### src/rtl/fetch_ctrl.sv
`timescale 1ns/1ps
// fetch_ctrl: fetch-stage sequencer.
// Owns the fetch PC and runs a single-outstanding instruction-memory
// request/response handshake. WB exceptions/ertn take priority over EX
// branches/jumps. Responses made stale by a redirect are dropped. One fetched
// instruction is held in an output buffer until decode accepts it.
// Optional feature: define FETCH_PERF_CNT_EN to add fetch/discard counters.
module fetch_ctrl #(
    parameter int unsigned       ADDR_W   = 32,
    parameter logic [ADDR_W-1:0] RESET_PC = ADDR_W'(32'h1c000000)
) (
    input  logic              clk_i,
    input  logic              rst_i,
    input  logic [32:0]       jbr_bus_i,
    input  logic [32:0]       excp_bus_i,
    input  logic              id_allowin_i,
    output logic              inst_req_o,
    output logic [ADDR_W-1:0] inst_addr_o,
    input  logic              inst_addr_ok_i,
    input  logic              inst_data_ok_i,
    input  logic [31:0]       inst_rdata_i,
`ifdef FETCH_PERF_CNT_EN
    output logic [31:0]       perf_fetch_cnt_o,
    output logic [31:0]       perf_discard_cnt_o,
`endif
    output logic              if_valid_o,
    output logic [ADDR_W-1:0] if_pc_o,
    output logic [31:0]       if_inst_o
);

    typedef enum logic [1:0] {
        S_IDLE,
        S_REQ,
        S_WAIT,
        S_OUT
    } state_t;

    // Increment applied to the word-index part of the PC (pc[ADDR_W-1:2]).
    localparam logic [ADDR_W-3:0] PC_STEP = {{(ADDR_W-3){1'b0}}, 1'b1};

    state_t            state;
    state_t            state_nxt;
    logic [ADDR_W-1:0] pc;
    logic [ADDR_W-1:0] pc_nxt;
    logic [ADDR_W-1:0] pc_seq;
    logic              discard;
    logic              discard_nxt;
    logic [31:0]       inst_buf;
    logic [31:0]       inst_nxt;
    logic              redirect;
    logic [ADDR_W-1:0] redirect_target;

    // Redirect arbitration: an exception/ertn from WB overrides a branch from EX.
    always_comb begin
        redirect        = excp_bus_i[32] | jbr_bus_i[32];
        redirect_target = excp_bus_i[32] ? ADDR_W'(excp_bus_i[31:0])
                                         : ADDR_W'(jbr_bus_i[31:0]);
    end

    // Sequential PC steps the word index only, so the low two bits pass through
    // and the all-ones word address wraps to zero.
    assign pc_seq = {pc[ADDR_W-1:2] + PC_STEP, pc[1:0]};

    // Next-state, next-PC, discard-flag and buffer-capture decisions.
    always_comb begin
        state_nxt   = state;
        pc_nxt      = pc;
        discard_nxt = discard;
        inst_nxt    = inst_buf;
        case (state)
            S_IDLE: begin
                state_nxt = S_REQ;
            end
            S_REQ: begin
                if (redirect) begin
                    pc_nxt = redirect_target;
                end
                if (inst_addr_ok_i) begin
                    state_nxt   = S_WAIT;
                    discard_nxt = redirect;
                end
            end
            S_WAIT: begin
                if (inst_data_ok_i) begin
                    if (discard || redirect) begin
                        state_nxt   = S_REQ;
                        discard_nxt = 1'b0;
                        if (redirect) begin
                            pc_nxt = redirect_target;
                        end
                    end else begin
                        state_nxt = S_OUT;
                        inst_nxt  = inst_rdata_i;
                    end
                end else if (redirect) begin
                    discard_nxt = 1'b1;
                    pc_nxt      = redirect_target;
                end
            end
            S_OUT: begin
                if (redirect) begin
                    state_nxt = S_REQ;
                    pc_nxt    = redirect_target;
                end else if (id_allowin_i) begin
                    state_nxt = S_REQ;
                    pc_nxt    = pc_seq;
                end
            end
            default: begin
                state_nxt = S_IDLE;
            end
        endcase
    end

    // State register; reset drops any transaction in flight.
    always_ff @(posedge clk_i or posedge rst_i) begin
        if (rst_i) begin
            state <= S_IDLE;
        end else begin
            state <= state_nxt;
        end
    end

    // PC, discard flag and instruction buffer registers.
    always_ff @(posedge clk_i or posedge rst_i) begin
        if (rst_i) begin
            pc       <= RESET_PC;
            discard  <= 1'b0;
            inst_buf <= 32'h0;
        end else begin
            pc       <= pc_nxt;
            discard  <= discard_nxt;
            inst_buf <= inst_nxt;
        end
    end

    assign inst_req_o  = (state == S_REQ);
    assign inst_addr_o = pc;
    assign if_valid_o  = (state == S_OUT);
    assign if_pc_o     = pc;
    assign if_inst_o   = inst_buf;

`ifdef FETCH_PERF_CNT_EN
    logic        fetch_fire;
    logic        drop_fire;
    logic [31:0] fetch_cnt;
    logic [31:0] discard_cnt;

    assign fetch_fire = (state == S_OUT) && id_allowin_i && !redirect;
    assign drop_fire  = (state == S_WAIT) && inst_data_ok_i && (discard || redirect);

    // Free-running counters of accepted fetches and dropped responses.
    always_ff @(posedge clk_i or posedge rst_i) begin
        if (rst_i) begin
            fetch_cnt   <= 32'h0;
            discard_cnt <= 32'h0;
        end else begin
            if (fetch_fire) begin
                fetch_cnt <= fetch_cnt + 32'h1;
            end
            if (drop_fire) begin
                discard_cnt <= discard_cnt + 32'h1;
            end
        end
    end

    assign perf_fetch_cnt_o   = fetch_cnt;
    assign perf_discard_cnt_o = discard_cnt;
`endif

endmodule

### config.mk
export PLATFORM = sky130hd
export DESIGN_NAME = fetch_ctrl
export DESIGN_NICKNAME = d
export VERILOG_FILES = /design/src/rtl/fetch_ctrl.sv
export SDC_FILE = /design/constraint.sdc
export NUM_CORES = 1
export LEC_CHECK = 0
export BUFFER_PORTS_ARGS = -buffer_cell sky130_fd_sc_hd__clkbuf_2
export CORE_ASPECT_RATIO = 1.25
export CORE_MARGIN = 2
export CORE_UTILIZATION = 47
export DETAILED_ROUTE_END_ITERATION = 10
export GPL_ROUTABILITY_DRIVEN = 0
export GPL_TIMING_DRIVEN = 0
export HOLD_SLACK_MARGIN = 0.12
export MAX_ROUTING_LAYER = met4
export PLACE_DENSITY = 0.89
export SLEW_MARGIN = 15
export SYNTH_ARGS = -nofsm -noshare
export SYNTH_HDL_FRONTEND = slang
export SYNTH_SLANG_ARGS = --single-unit
### constraint.sdc
create_clock -name clk_i -period 2.64 [get_ports clk_i]
set_input_delay 0.396 -clock clk_i [delete_from_list [all_inputs] [get_ports clk_i]]
set_output_delay 0.396 -clock clk_i [all_outputs]
set_load 0.05 [all_outputs]
==> results.sh, run 1 <==
export IMPL_status="completed"
export IMPL_place_ws_ps=334
export IMPL_coreArea_um2=8330
export IMPL_worst_path_max_delay_cell="o31ai_2"
export IMPL_syn_instance_count=423
export IMPL_worstPathMaxFanout=10
export IMPL_hold_buffers=1
export IMPL_place_area_um2=5200
export IMPL_nets=742
export IMPL_cts_sinks=67
export IMPL_syn_area_um2=4070
export IMPL_syn_area_per_cell_um2=9.61
export IMPL_dr_pass1_iters=5
export IMPL_timing_fmax_ghz=0.420
export IMPL_area_growth_pct=32.6
export IMPL_drive_above_1_share=0.474
export IMPL_setup_tns_ps=0
export IMPL_dpl_hpwl_um=9660
export IMPL_cp_cell_sequence="inv_1 -> ha_1 -> clkbuf_1 -> o31ai_2 -> clkbuf_1 -> a21oi_1 -> a21oi_1"
export IMPL_cp_arrival_ps=2660
export IMPL_path_clk_slew_ps=70
export IMPL_worstSkewPairLatency_ps=350
export IMPL_cpPeakStageDelay_ps=640
export IMPL_drt_iter0_drc=435
export IMPL_grt_max_degree=38
export IMPL_cts_inserted_buffers=9
export IMPL_overflow=0
export IMPL_slew_violations=0
export IMPL_grt_pass1_vias=4117
export IMPL_combPwrFrac=0.624
export IMPL_final_setup_viol_count=0
export IMPL_slew_limit_headroom=0.548
export IMPL_post_route_period_util=0.902
export IMPL_fill_cells=676
export IMPL_synth_edf_count=0
export IMPL_fin_ws_ps=260
export IMPL_port_buffers=198
export IMPL_worstHoldPathType="in2reg"
export IMPL_synth_flop_cell="dfrtp_1"
export IMPL_post_place_cells=719
export IMPL_cts_root_buffer="clkbuf_8"
export IMPL_ant_nets=0
export IMPL_layout_commonest_cell="clkbuf_2"
export IMPL_start_util=0.488
export IMPL_synth_seq_cells=67
export IMPL_hold_viol_final=0
export IMPL_die_area_um2=9410
export IMPL_cp_required_ps=2920
export IMPL_stdcell_area_um2=5390
export IMPL_p_clk_frac=0.110
export IMPL_fp_row_count=37
export IMPL_cts_repair_resized=0
export IMPL_worst_setup_path_type="reg2reg"
export IMPL_synthDistinctLibCells=53
export IMPL_peakVddDrop_uv=791
export IMPL_drc=0
export IMPL_n_antenna_cell=0
export IMPL_min_period_ps=2380
export IMPL_post_cts_setup_buffers=0
export IMPL_antenna_found_initial=0
export IMPL_groute_usage_overall=0.276
export IMPL_die_y_um=108
export IMPL_power_share_sequential=0.266
export IMPL_fin_hold_ws_ps=274
export IMPL_vias_per_cell=5.82
export IMPL_cts_tree="yes"
export IMPL_final_cells=734
export IMPL_rsz0062_at_grt="no"
export IMPL_route_detailed_wl_per_inst_um=17.2
export IMPL_tightest_slew_ps=678
export IMPL_cts_buffer_depth=2
export IMPL_drt_total_wl_um=12600
export IMPL_cap_violations=0
export IMPL_grt_pass1_wl_um=19500
export IMPL_power_switching_w=0.00429
export IMPL_synth_seq_area_share=0.413
export IMPL_synth_fp_nets=531
export IMPL_p_leak_nw=2.79
export IMPL_vias=4275
export IMPL_startpoint_type="register"
export IMPL_powerDensity_nw_per_um2=1390
export IMPL_clock_skew_ps=9.20
export IMPL_synthArstFlopShare=1.00
export IMPL_mostFrequentLayoutCells="clkbuf_2 (198), dfrtp_1 (64), mux2_2 (39), buf_4 (32)"
export IMPL_end_kind="register"
export IMPL_io_pin_count=201
export IMPL_p_int_w=0.00320
export IMPL_swShare=0.573
export IMPL_die_width_um=87.2
export IMPL_yosys_warnings=0
export IMPL_cts_htree_levels=3
==> final timing paths <==
check | start | to | slack (ps) | cells after the start
hold reg to reg | if_inst_o[8]$_DFFE_PP0P_ | if_inst_o[8]$_DFFE_PP0P_ | 510 | 1
setup / recovery | state[0]$_DFFE_PP0P_ | if_pc_o[8]$_DFFE_PP0P_ | 260 | 7
max in group asynchronous | rst_i | if_pc_o[26]$_DFFE_PP1P_ | 1470 | 4
hold / removal | inst_rdata_i[16] | if_inst_o[16]$_DFFE_PP0P_ | 270 | 2
min in group asynchronous | rst_i | if_inst_o[15]$_DFFE_PP0P_ | 580 | 3
setup reg to reg | state[0]$_DFFE_PP0P_ | if_pc_o[8]$_DFFE_PP0P_ | 260 | 7
==> critical path, delay by kind of cell (launching register included) <==
family,cells,cell delay (ps)
flops,1,390
buf+inv,3,750
fa+ha+maj,1,220
compound gates,3,930
==> power by group through the flow <==
stage	Clock [W]	Sequential, W	Combinational, W
finish	0.000823	0.00199	0.00468
global route	0.000875	0.00205	0.00490
CTS	0.000832	0.00197	0.00467
detailed placement	0	0.00198	0.00466
global placement	0	0.00195	0.00457
floorplan	0	0.00322	0.00230
==> metrics by stage <==
| step | util | power [W] |
|---|---|---|
| 2_1_floorplan | - | 0.00552 |
| 3_3_place_gp | 0.621 | 0.00652 |
| 3_5_place_dp | 0.624 | 0.00664 |
| 4_1_cts | 0.647 | 0.00748 |
| 5_1_grt | 0.647 | 0.00782 |
| 6_report | 0.647 | 0.00749 |
==> flip-flops by register name (all words and copies together), names as in the netlist <==
register / cells
if_pc_o: 32
state: 2
discard: 1
if_inst_o: 32
==> logic make-up after synthesis <==
family / synth area share
adder cells (fa/ha/maj): 0.0154
flip-flops: 0.413
multiplexers: 0.145
AO/OA/AOI/OAI: 0.175
buffers and inverters: 0.0926
AND/OR/NAND/NOR: 0.159
==> layout make-up <==
class	count	area, µm²	share of cell area
Sequential cell	67	1680	0.312
Tap cell	97	121	0.0225
Timing Repair Buffer	200	1020	0.189
Inverter	12	47.5	0.00882
Clock inverter	3	40.0	0.00743
Clock buffer	11	141	0.0262
Buffer	54	332	0.0615
Multi-Input combinational cell	290	2010	0.372
==> routing by layer <==
layer	wire (µm)	share of wire	track usage
met1	4770	0.38	0.316
met4	503	0.040	0.146
met3	1010	0.080	0.0443
met5	0	0	-
met2	6350	0.50	0.460
==> synth_stat cells, types with 5 or more instances <==
master    number  area (µm²)
inv_1         12        45.0
o21ai_0       20         100
nor2_1        25        93.8
ha_1           5        62.6
o22a_1         8        70.1
mux2i_1       15         150
o22ai_1        8        50.1
a311oi_1       5        43.8
buf_2          7        35.0
a31oi_1       10        62.6
nand3_1       19        95.1
nand2_1       25        93.8
dfrtp_1       64        1600
nor3_1        13        65.1
clkbuf_1      12        45.0
a211oi_1      10        75.1
nor2b_1        9        56.3
buf_4         32         240
and3_1         7        43.8
nand4_1        7        43.8
a21oi_1       25         125
mux2_2        39         439
Power figures use the tool's default switching activity.
==> run 2, diff against run 1 <==
- CELL_PAD_IN_SITES_DETAIL_PLACEMENT: not set -> 0
- CELL_PAD_IN_SITES_GLOBAL_PLACEMENT: not set -> 1
- CORE_UTILIZATION: 47 -> 34
- SLEW_MARGIN: 15 -> 40
==> run 2 against run 1 <==
Compared with the run above: register-to-register slack lost 20 ps; clock-buffer cell count is the same; non-clock buffer count is the same; critical path type unchanged; largest power group unchanged.
==> results.sh, run 2 (synthesis gave the netlist of run 1 again) <==
export IMPL_drive_above_1_share=0.474
export IMPL_peakVddDrop_uv=691
export IMPL_powerDensity_nw_per_um2=1400
export IMPL_cap_violations=0
export IMPL_grt_util_met1=0.250
export IMPL_final_cells=798
export IMPL_timing_fmax_ghz=0.417
export IMPL_cts_root_buffer="clkbuf_16"
export IMPL_register_area_um2=1680
export IMPL_post_cts_setup_buffers=0
export IMPL_cts_sinks=67
export IMPL_vias_per_cell=5.18
export IMPL_cts_repair_resized=0
export IMPL_cp_arrival_ps=2620
export IMPL_final_setup_viol_count=0
export IMPL_die_width_um=102
export IMPL_multi_input_area_um2=2010
export IMPL_post_route_period_util=0.909
export IMPL_n_antenna_cell=0
export IMPL_antenna_found_initial=0
export IMPL_fin_ws_ps=241
export IMPL_drc=0
export IMPL_worstSkewPairLatency_ps=330
export IMPL_worst_path_max_delay_cell="o31ai_2"
export IMPL_crit_family="compound AO/OA/AOI/OAI gates"
export IMPL_gr_usage_met2=0.355
export IMPL_min_period_ps=2400
export IMPL_tightest_slew_ps=810
export IMPL_fin_hold_ws_ps=297
export IMPL_place_area_um2=5280
export IMPL_hold_end="if_inst_o[27]$_DFFE_PP0P_"
export IMPL_route_detailed_wl_per_inst_um=16.5
export IMPL_status="completed"
export IMPL_area_growth_pct=37.1
export IMPL_die_area_um2=12900
export IMPL_slew_violations=0
export IMPL_cts_htree_levels=3
export IMPL_worstHoldPathCells=2
export IMPL_worstPathMaxFanout=10
export IMPL_dpl_hpwl_um=10100
export IMPL_ant_nets=0
export IMPL_slew_limit_headroom=0.460
export IMPL_cts_tree="yes"
export IMPL_drt_iter0_drc=194
export IMPL_crit_buf_inv=3
export IMPL_place_ws_ps=247
export IMPL_start_util=0.350
export IMPL_hold_buffers=1
export IMPL_io_pin_count=201
export IMPL_hold_viol_final=0
export IMPL_clock_skew_ps=5.09
export IMPL_cp_required_ps=2860
export IMPL_coreArea_um2=11600
export IMPL_grt_pass1_wl_um=20700
export IMPL_reg2regPathDepth=7
export IMPL_cp_cell_sequence="inv_1 -> ha_1 -> clkbuf_1 -> o31ai_2 -> buf_2 -> o21ai_0 -> a22o_1"
export IMPL_top_usage_layer="met2"
export IMPL_worstHoldPathType="in2reg"
export IMPL_post_place_cells=783
export IMPL_r2r_slack_ps=240
export IMPL_end_kind="register"
export IMPL_cts_buffer_depth=2
export IMPL_p_leak_nw=2.83
export IMPL_fill_cells=1111
export IMPL_layout_commonest_cell="clkbuf_2"
export IMPL_nets=742
export IMPL_worst_setup_path_type="reg2reg"
export IMPL_power_w=0.00783
export IMPL_mostFrequentLayoutCells="clkbuf_2 (198), dfrtp_1 (64), mux2_2 (39), buf_4 (32)"
export IMPL_grt_pass1_vias=4092
export IMPL_cpPeakStageDelay_ps=650
export IMPL_grt_max_degree=36
export IMPL_stdcell_area_um2=5570
export IMPL_r2r_end="if_pc_o[6]$_DFFE_PP0P_"
export IMPL_drt_total_wl_um=13200
export IMPL_hold_start="inst_rdata_i[27]"
export IMPL_cts_inserted_buffers=9
export IMPL_rsz0062_at_grt="no"
export IMPL_startpoint_type="register"
export IMPL_overflow=0
export IMPL_reg2reg_from="state[0]$_DFFE_PP0P_"
export IMPL_vias=4133
export IMPL_fp_row_count=44
export IMPL_port_buffers=198
export IMPL_groute_usage_overall=0.213
export IMPL_die_y_um=126
export IMPL_path_clk_slew_ps=50
export IMPL_dr_pass1_iters=4
export IMPL_use_met3=0.0383
-- run 2: changes by cell type in the layout (fill, tap and decap cells not counted) --
| cell | previous run | this run |
|---|---|---|
| clkbuf_16 | 0 | 9 |
| clkbuf_8 | 10 | 1 |
-- run 2: worst max-delay path by stage --
| stage | from | to | slack [ps] | cells after the start |
|---|---|---|---|---|
| after detailed placement | state[0]$_DFFE_PP0P_ | if_pc_o[6]$_DFFE_PP0P_ | 250 | 7 |
| after floorplan | state[0]$_DFFE_PP0P_ | if_pc_o[25]$_DFFE_PP0P_ | 370 | 6 |
| final | state[0]$_DFFE_PP0P_ | if_pc_o[6]$_DFFE_PP0P_ | 240 | 7 |
| after global routing | state[0]$_DFFE_PP0P_ | if_pc_o[6]$_DFFE_PP0P_ | 40 | 7 |
| after global placement | rst_i | if_pc_o[16]$_DFFE_PP0P_ | -270 | 2 |
| after CTS | state[0]$_DFFE_PP0P_ | if_pc_o[4]$_DFFE_PP0P_ | 240 | 7 |
-- run 2: layout make-up --
type / instances / area share
multi-input combinational: 290 / 0.360
sequential: 67 / 0.302
timing repair buffer: 200 / 0.183
buffer: 54 / 0.0595
clock buffer: 11 / 0.0436
tap: 161 / 0.0361
inverter: 12 / 0.00853
clock inverter: 3 / 0.00718
-- run 2: metrics by stage --
stage / utilization / setup TNS [ps]
finish: 0.480 / 0
global route: 0.480 / 0
CTS: 0.480 / 0
detailed placement: 0.455 / 0
global placement: 0.453 / -17000
floorplan: - / 0
-- run 2: worst register-to-register path, stage by stage, from the launching register on --
cell and delay (ps):
dfrtp_1 380, inv_1 80, ha_1 220, clkbuf_1 240
o31ai_2 650, buf_2 350, o21ai_0 120, a22o_1 250
-- run 2: per-layer routing --
layer / up-vias / wire length [µm] / share of wire
met4: 0 / 335 / 0.025
met5: - / 0 / 0
li1: 1953 / - / -
met2: 209 / 6670 / 0.51
met3: 27 / 1010 / 0.076
met1: 1944 / 5170 / 0.39
-- run 2: power by group --
| group | switching [W] | internal (W) |
|---|---|---|
| Sequential | 0.000558 | 0.00145 |
| Combinational | 0.00335 | 0.00130 |
| Clock | 0.000423 | 0.000743 |
| Total | 0.00433 | 0.00349 |
